### src/rtl/mc_control_fsm_pkg.sv
// Shared definitions for the multicycle control units: state codes,
// opcodes, ALU operation codes and datapath mux selects.
package mc_control_fsm_pkg;

  typedef enum logic [3:0] {
    S_FETCH  = 4'd0,
    S_DECODE = 4'd1,
    S_MEMADR = 4'd2,
    S_MEMRD  = 4'd3,
    S_MEMWB  = 4'd4,
    S_MEMWR  = 4'd5,
    S_EXEC   = 4'd6,
    S_ALUWB  = 4'd7,
    S_BRANCH = 4'd8,
    S_JUMP   = 4'd9,
    S_ERROR  = 4'd10
  } state_e;

  localparam logic [5:0] OP_R   = 6'h00;
  localparam logic [5:0] OP_LW  = 6'h23;
  localparam logic [5:0] OP_SW  = 6'h2B;
  localparam logic [5:0] OP_BEQ = 6'h04;
  localparam logic [5:0] OP_J   = 6'h02;

  localparam logic [1:0] ALUOP_ADD   = 2'b00;
  localparam logic [1:0] ALUOP_SUB   = 2'b01;
  localparam logic [1:0] ALUOP_FUNCT = 2'b10;

  localparam logic [1:0] SRCB_REG  = 2'b00;
  localparam logic [1:0] SRCB_FOUR = 2'b01;
  localparam logic [1:0] SRCB_IMM  = 2'b10;
  localparam logic [1:0] SRCB_BOFF = 2'b11;

  localparam logic [1:0] PCSRC_ALU    = 2'b00;
  localparam logic [1:0] PCSRC_ALUOUT = 2'b01;
  localparam logic [1:0] PCSRC_JUMP   = 2'b10;

  // States that block on the memory handshake and are covered by the timeout
  function automatic logic is_mem_wait(input state_e s);
    return (s == S_FETCH) || (s == S_MEMRD) || (s == S_MEMWR);
  endfunction

endpackage

### src/rtl/mc_control_fsm_if.sv
// Control bus between the multicycle controller (master) and datapath (slave).
interface mc_control_fsm_if;
  logic [5:0] Op;
  logic       mem_ready;
  logic       PCWrite, PCWriteCond, IorD, MemRead, MemWrite, IRWrite;
  logic       MemtoReg, RegDst, RegWrite, ALUSrcA;
  logic [1:0] ALUSrcB, ALUOp, PCSource;
  logic       instr_done;
  logic       fault;
  logic [3:0] state_dbg;

  modport master (
    input  Op, mem_ready,
    output PCWrite, PCWriteCond, IorD, MemRead, MemWrite, IRWrite,
           MemtoReg, RegDst, RegWrite, ALUSrcA, ALUSrcB, ALUOp, PCSource,
           instr_done, fault, state_dbg
  );

  modport slave (
    output Op, mem_ready,
    input  PCWrite, PCWriteCond, IorD, MemRead, MemWrite, IRWrite,
           MemtoReg, RegDst, RegWrite, ALUSrcA, ALUSrcB, ALUOp, PCSource,
           instr_done, fault, state_dbg
  );
endinterface

### src/rtl/mc_control_fsm_mem_wait_timer.sv
// Counts consecutive not-ready cycles in a memory-wait state and flags the
// cycle in which one more not-ready cycle would exceed the timeout budget.
module mem_wait_timer #(
  parameter int unsigned TIMEOUT_CYCLES = 16
) (
  input  logic clk,
  input  logic reset,
  input  logic clear,
  input  logic count_en,
  output logic expired
);
  logic [7:0] cnt;

  // Wait counter: cleared on reset or whenever the wait episode ends, saturates at 255
  always_ff @(posedge clk) begin
    if (reset || clear)
      cnt <= 8'd0;
    else if (count_en && cnt != 8'hFF)
      cnt <= cnt + 8'd1;
  end

  assign expired = count_en && (cnt == 8'(TIMEOUT_CYCLES - 1));
endmodule

### src/rtl/mc_control_fsm.sv
// Multicycle datapath controller: Moore FSM with memory-ready gating on
// the fetch/store strobes and a wait timeout that traps to a sticky ERROR.
module mc_control_fsm
  import mc_control_fsm_pkg::*;
#(
  parameter int unsigned TIMEOUT_CYCLES = 16
) (
  input  logic                   clk,
  input  logic                   reset,
  mc_control_fsm_if.master       bus
);
  state_e state, next;
  logic   wait_en, wait_clr, expired;

  // A wait episode lasts while a memory state sees not-ready; anything else restarts it
  assign wait_en  = is_mem_wait(state) && !bus.mem_ready;
  assign wait_clr = !wait_en || (next != state);

  mem_wait_timer #(.TIMEOUT_CYCLES(TIMEOUT_CYCLES)) u_timer (
    .clk      (clk),
    .reset    (reset),
    .clear    (wait_clr),
    .count_en (wait_en),
    .expired  (expired)
  );

  // State register; reset overrides every state, including ERROR
  always_ff @(posedge clk) begin
    if (reset) state <= S_FETCH;
    else       state <= next;
  end

  // Next-state and output decode of the registered state
  always_comb begin
    next             = state;
    bus.PCWrite      = 1'b0;
    bus.PCWriteCond  = 1'b0;
    bus.IorD         = 1'b0;
    bus.MemRead      = 1'b0;
    bus.MemWrite     = 1'b0;
    bus.IRWrite      = 1'b0;
    bus.MemtoReg     = 1'b0;
    bus.RegDst       = 1'b0;
    bus.RegWrite     = 1'b0;
    bus.ALUSrcA      = 1'b0;
    bus.ALUSrcB      = SRCB_REG;
    bus.ALUOp        = ALUOP_ADD;
    bus.PCSource     = PCSRC_ALU;
    bus.instr_done   = 1'b0;
    bus.fault        = 1'b0;
    bus.state_dbg    = state;
    case (state)
      S_FETCH: begin
        bus.MemRead = 1'b1;
        bus.ALUSrcB = SRCB_FOUR;
        bus.IRWrite = bus.mem_ready;
        bus.PCWrite = bus.mem_ready;
        if (bus.mem_ready) next = S_DECODE;
        else if (expired)  next = S_ERROR;
      end
      S_DECODE: begin
        bus.ALUSrcB = SRCB_BOFF;
        case (bus.Op)
          OP_LW, OP_SW: next = S_MEMADR;
          OP_R:         next = S_EXEC;
          OP_BEQ:       next = S_BRANCH;
          OP_J:         next = S_JUMP;
          default:      next = S_ERROR;
        endcase
      end
      S_MEMADR: begin
        bus.ALUSrcA = 1'b1;
        bus.ALUSrcB = SRCB_IMM;
        if (bus.Op == OP_LW)      next = S_MEMRD;
        else if (bus.Op == OP_SW) next = S_MEMWR;
        else                      next = S_ERROR;
      end
      S_MEMRD: begin
        bus.MemRead = 1'b1;
        bus.IorD    = 1'b1;
        if (bus.mem_ready) next = S_MEMWB;
        else if (expired)  next = S_ERROR;
      end
      S_MEMWB: begin
        bus.RegWrite   = 1'b1;
        bus.MemtoReg   = 1'b1;
        bus.instr_done = 1'b1;
        next           = S_FETCH;
      end
      S_MEMWR: begin
        bus.MemWrite   = 1'b1;
        bus.IorD       = 1'b1;
        bus.instr_done = bus.mem_ready;
        if (bus.mem_ready) next = S_FETCH;
        else if (expired)  next = S_ERROR;
      end
      S_EXEC: begin
        bus.ALUSrcA = 1'b1;
        bus.ALUOp   = ALUOP_FUNCT;
        next        = S_ALUWB;
      end
      S_ALUWB: begin
        bus.RegWrite   = 1'b1;
        bus.RegDst     = 1'b1;
        bus.instr_done = 1'b1;
        next           = S_FETCH;
      end
      S_BRANCH: begin
        bus.ALUSrcA     = 1'b1;
        bus.ALUOp       = ALUOP_SUB;
        bus.PCWriteCond = 1'b1;
        bus.PCSource    = PCSRC_ALUOUT;
        bus.instr_done  = 1'b1;
        next            = S_FETCH;
      end
      S_JUMP: begin
        bus.PCWrite    = 1'b1;
        bus.PCSource   = PCSRC_JUMP;
        bus.instr_done = 1'b1;
        next           = S_FETCH;
      end
      S_ERROR: begin
        bus.fault = 1'b1;
      end
      default: begin
        next = S_ERROR;
      end
    endcase
  end
endmodule

### src/flat_wrapper.sv
// flat-port wrapper written by rule: the top's interface ports become plain ports
module mc_control_fsm_flat import mc_control_fsm_pkg::*;
#(
  parameter int unsigned TIMEOUT_CYCLES = 16
)
  (clk, reset, bus_Op, bus_mem_ready, bus_PCWrite, bus_PCWriteCond, bus_IorD, bus_MemRead, bus_MemWrite, bus_IRWrite, bus_MemtoReg, bus_RegDst, bus_RegWrite, bus_ALUSrcA, bus_ALUSrcB, bus_ALUOp, bus_PCSource, bus_instr_done, bus_fault, bus_state_dbg);
  mc_control_fsm_if bus_i ();
  input  logic clk;
  input  logic reset;
  input wire logic [$bits(bus_i.Op)-1:0] bus_Op;
  input wire logic [$bits(bus_i.mem_ready)-1:0] bus_mem_ready;
  output wire logic [$bits(bus_i.PCWrite)-1:0] bus_PCWrite;
  output wire logic [$bits(bus_i.PCWriteCond)-1:0] bus_PCWriteCond;
  output wire logic [$bits(bus_i.IorD)-1:0] bus_IorD;
  output wire logic [$bits(bus_i.MemRead)-1:0] bus_MemRead;
  output wire logic [$bits(bus_i.MemWrite)-1:0] bus_MemWrite;
  output wire logic [$bits(bus_i.IRWrite)-1:0] bus_IRWrite;
  output wire logic [$bits(bus_i.MemtoReg)-1:0] bus_MemtoReg;
  output wire logic [$bits(bus_i.RegDst)-1:0] bus_RegDst;
  output wire logic [$bits(bus_i.RegWrite)-1:0] bus_RegWrite;
  output wire logic [$bits(bus_i.ALUSrcA)-1:0] bus_ALUSrcA;
  output wire logic [$bits(bus_i.ALUSrcB)-1:0] bus_ALUSrcB;
  output wire logic [$bits(bus_i.ALUOp)-1:0] bus_ALUOp;
  output wire logic [$bits(bus_i.PCSource)-1:0] bus_PCSource;
  output wire logic [$bits(bus_i.instr_done)-1:0] bus_instr_done;
  output wire logic [$bits(bus_i.fault)-1:0] bus_fault;
  output wire logic [$bits(bus_i.state_dbg)-1:0] bus_state_dbg;
  assign bus_i.Op = bus_Op;
  assign bus_i.mem_ready = bus_mem_ready;
  assign bus_PCWrite = bus_i.PCWrite;
  assign bus_PCWriteCond = bus_i.PCWriteCond;
  assign bus_IorD = bus_i.IorD;
  assign bus_MemRead = bus_i.MemRead;
  assign bus_MemWrite = bus_i.MemWrite;
  assign bus_IRWrite = bus_i.IRWrite;
  assign bus_MemtoReg = bus_i.MemtoReg;
  assign bus_RegDst = bus_i.RegDst;
  assign bus_RegWrite = bus_i.RegWrite;
  assign bus_ALUSrcA = bus_i.ALUSrcA;
  assign bus_ALUSrcB = bus_i.ALUSrcB;
  assign bus_ALUOp = bus_i.ALUOp;
  assign bus_PCSource = bus_i.PCSource;
  assign bus_instr_done = bus_i.instr_done;
  assign bus_fault = bus_i.fault;
  assign bus_state_dbg = bus_i.state_dbg;
  mc_control_fsm #(.TIMEOUT_CYCLES(TIMEOUT_CYCLES)) u_core (.clk(clk), .reset(reset), .bus(bus_i));
endmodule
### config.mk
export PLATFORM = sky130hd
export DESIGN_NAME = mc_control_fsm_flat
export DESIGN_NICKNAME = d
export VERILOG_FILES = /design/src/rtl/mc_control_fsm_pkg.sv /design/src/rtl/mc_control_fsm_if.sv /design/src/rtl/mc_control_fsm_mem_wait_timer.sv /design/src/rtl/mc_control_fsm.sv /design/src/flat_wrapper.sv
export SDC_FILE = /design/constraint.sdc
export NUM_CORES = 1
export LEC_CHECK = 0
export BUFFER_PORTS_ARGS = -buffer_cell sky130_fd_sc_hd__clkbuf_2
export CORE_UTILIZATION = 50
export DETAILED_ROUTE_END_ITERATION = 6
export PLACE_DENSITY_LB_ADDON = 0.05
export SLEW_MARGIN = 20
export SYNTH_ARGS = -nofsm -noshare
export SYNTH_HDL_FRONTEND = slang
export SYNTH_HIERARCHICAL = 1
export SYNTH_SLANG_ARGS = --single-unit
### constraint.sdc
create_clock -name clk -period 2.95 [get_ports clk]
set_input_delay 0.295 -clock clk [delete_from_list [all_inputs] [get_ports clk]]
set_output_delay 0.295 -clock clk [all_outputs]
set_load 0.005 [all_outputs]
==> summary.txt <==
Run status
  • Outcome: finished, final reports clean

STA
  • Slew @ Worst Pin: 397 ps
  • Period utilization: 0.864
  • Post-route clock skew: roughly 1.4 ps
  • Final Max Slew Viols: 0
  • TNS Setup: 0 ps
  • Final setup fails: 0
  • Fmax: ~390 MHz
  • Min Hold Slack: between 200 and 300 ps
  • Final hold vios: 0
  • Relative slew slack: 0.735
  • Tmin final: about 2500 ps
  • RSZ-0062 raised after global routing: false

Setup path
  • Reg2Reg Depth: 10
  • CP endpoint: u_core/bus.state_dbg[2]
  • Reg2reg start: u_core/bus.state_dbg[1]
  • Critical path class: flip-flop to flip-flop
  • Most used cell, CP: a31oi_1
  • Critical path's largest stage delay: 560 ps
  • Crit path launch: u_core/bus.state_dbg[1]
  • CP Launch Type: flip-flop
  • Worst EP required: roughly 3200 ps
  • Crit-path slowest cell: dfxtp_1
  • R2r setup slk: ~400 ps
  • Setup crit end kind: flip-flop
  • Crit path max fanout: 12
  • Worst path cell trace: nand2b_1 > a32o_1 > and4_1 > nand2_1 > nor4_1 > buf_4 > nor4b_1 > a31oi_1 > or2_2 > a31oi_1
  • CP arrival: between 2000 and 3000 ps
  • R2R Path End: u_core/bus.state_dbg[2]

GRT
  • Vias in the first global route: 850
  • GRT Util Overall: 0.239
  • GRT overflow: 0
  • GR peak layer: met1
  • Pin count of the biggest net entering global routing: 18
  • First-pass GRT wire length: 3800 um
  • GR Util met3: 0.0588
  • Met2 GRT Util: 0.336
  • Met1 usage: 0.365
  • Antenna violations before repair: 0

Synth
  • Syn_nets: 140
  • Syn avg cell area: between 7 and 8 um2
  • Cells after Synth: 130
  • Leading area contributor after synthesis: dfxtp_1
  • Netlist cell types: 47
  • Syn Std Cell Area: about 980 um2
  • Post-synthesis sequential element count: 12
  • Synth warn: 6
  • Synth top area cells: dfxtp_1 24%, nor3_1 5.1%, a21oi_1 4.6%
  • Sequential share of the synthesized area: 0.244
  • Area share of the largest cell type after synthesis: 0.244

Final layout
  • Area growth syn-to-layout: 20.5%
  • Nets@finish: approximately 170
  • Final cell count without fillers: about 190
  • ANT cells: 0
  • Layout cells sized above 1: 0.313

Placed design
  • Port Buffers: 30
  • Gpl congestion: about 0.89
  • Cells after DPL: around 180
  • Post-detail-place hpwl: between 1500 and 2000 um

Detailed routing
  • Routed Antenna Nets: 0
  • Vias per cell: about 5.8
  • Total wire length: about 2400 um
  • Routed WL per cell: about 13 um
  • Vias post-DR: around 1100
  • DRC viols: 0
  • Detailed Routing Iterations Pass 1: 4
  • 1st-iter DRT viols: 25

CTS
  • CTS tree: done
  • H-tree depth: 1
  • Postcts setup bufs: 0
  • CTS sink count: 12
  • Clk_lat worst skew: 270 ps
  • Hold buffers post-CTS: 0
  • Worst-path clk slew: approximately 70 ps
  • Resize count post-CTS: 0
  • TritonCTS Buffers: 3
  • Deepest clock path buffer count: 2
  • CTS root buffer: clkbuf_4

Floorplanning
  • Initial Utilization: 0.552
  • Row cnt: 15
  • Die X: 46.4 um
  • Die height: approximately 46 um
  • Die area: 0.00215 mm2
  • Io pins: 31
  • Area of the core: 0.00178 mm2

Power
  • Power Density: 401 mW/mm2
  • Leak Pwr: about 0.47 nW
  • Final Power: around 480 uW
  • VDD IR-drop max: roughly 300 uV

Run
  • Max cap viols: 0

Worst hold path
  • Hold WC Path Type: input pin to flip-flop
where the power goes:
part / leakage (nW) / total [mW] / internal, mW / switching (mW)
Combinational: 0.356 / 0.159 / 0.0760 / 0.0834
Sequential: 0.0972 / 0.185 / 0.169 / 0.0166
Clock: 0.0210 / 0.130 / 0.0750 / 0.0553
worst min-delay path by stage:
| stage | depth (start not counted) | end | slack (ps) | from |
|---|---|---|---|---|
| finish | 2 | u_core/bus.state_dbg[1] | 300 | reset |
| global route | 2 | u_core/bus.state_dbg[2] | 300 | reset |
| CTS | 2 | u_core/bus.state_dbg[1] | 290 | reset |
| detailed placement | 2 | u_core/u_timer/cnt[1] | 490 | u_core/u_timer/cnt[1] |
| global placement | 2 | u_core/u_timer/cnt[1] | 480 | u_core/u_timer/cnt[1] |
| floorplan | 1 | u_core/bus.state_dbg[0] | 360 | reset |
area by class of cell:
type	count	area [um2]
inverters	6	22.5
flip-flops and latches	12	240
well taps	25	31.3
multi-input cells	103	668
repair buffers	35	188
fillers	164	597
clock buffers	4	36.3
cells by family (layout without fill, tap and decap cells):
logic type      after synthesis  after routing  synth area share
xor+xnor                      3              3            0.0267
mux                           3              3            0.0318
simple gates                 63             63             0.377
compound gates               33             33             0.230
buf+inv                      15             45            0.0775
flops                        12             12             0.244
fa+ha+maj                     1              1            0.0127
per-layer routing:
metal | vias to the layer above | wire length (um)
met3 | 0 | 119
met2 | 38 | 988
met4 | 0 | 0
met5 | - | 0
li1 | 553 | -
met1 | 482 | 1250
critical path: cells and delay by family (launching register included):
family                 cells  cell delay, ps
AO/OA/AOI/OAI              3             600
AND/OR/NAND/NOR            6            1150
buffers and inverters      1             160
flip-flops                 1             560
cells in the final DEF (no fill, tap or decap), types with 4 or more instances in the layout:
cell type / n
a21oi_1: 9
clkbuf_2: 30
nand2_1: 11
nand2b_1: 4
nor2_1: 11
a31oi_1: 5
dfxtp_1: 12
buf_4: 5
nor3_1: 10
a211oi_1: 4
inv_1: 6
metrics by stage:
stage	worst slack [ps]	instance area, um2	utilization
after CTS	417	1190	0.665
after global routing	166	1190	0.665
final	401	1190	0.665
after global placement	523	1150	0.645
after floorplan	627	985	-
after detailed placement	434	1150	0.645
cells in the mapped netlist, drive strengths merged:
master,n
a211o,2
a211oi,4
a21oi,9
a22o,1
a31oi,5
a32o,1
a41oi,2
and2,1
and3,1
and4,2
buf,8
clkbuf,1
dfxtp,12
ha,1
inv,6
mux2,1
mux2i,2
nand2,12
nand2b,4
nand3,3
nand3b,1
nand4,3
nor2,11
nor3,10
nor3b,3
nor4,3
nor4b,3
o21a,1
o21ai,1
o22ai,2
o2bb2ai,1
o31a,1
o31ai,2
o32ai,1
or2,4
or3,2
xnor2,2
xor2,1
state kept, by name, summed over array words and instances, names as in the netlist:
signal,count
u_core/bus.state_dbg,4
u_core/u_timer/cnt,8
No activity file was read; power rests on OpenSTA's default activity.
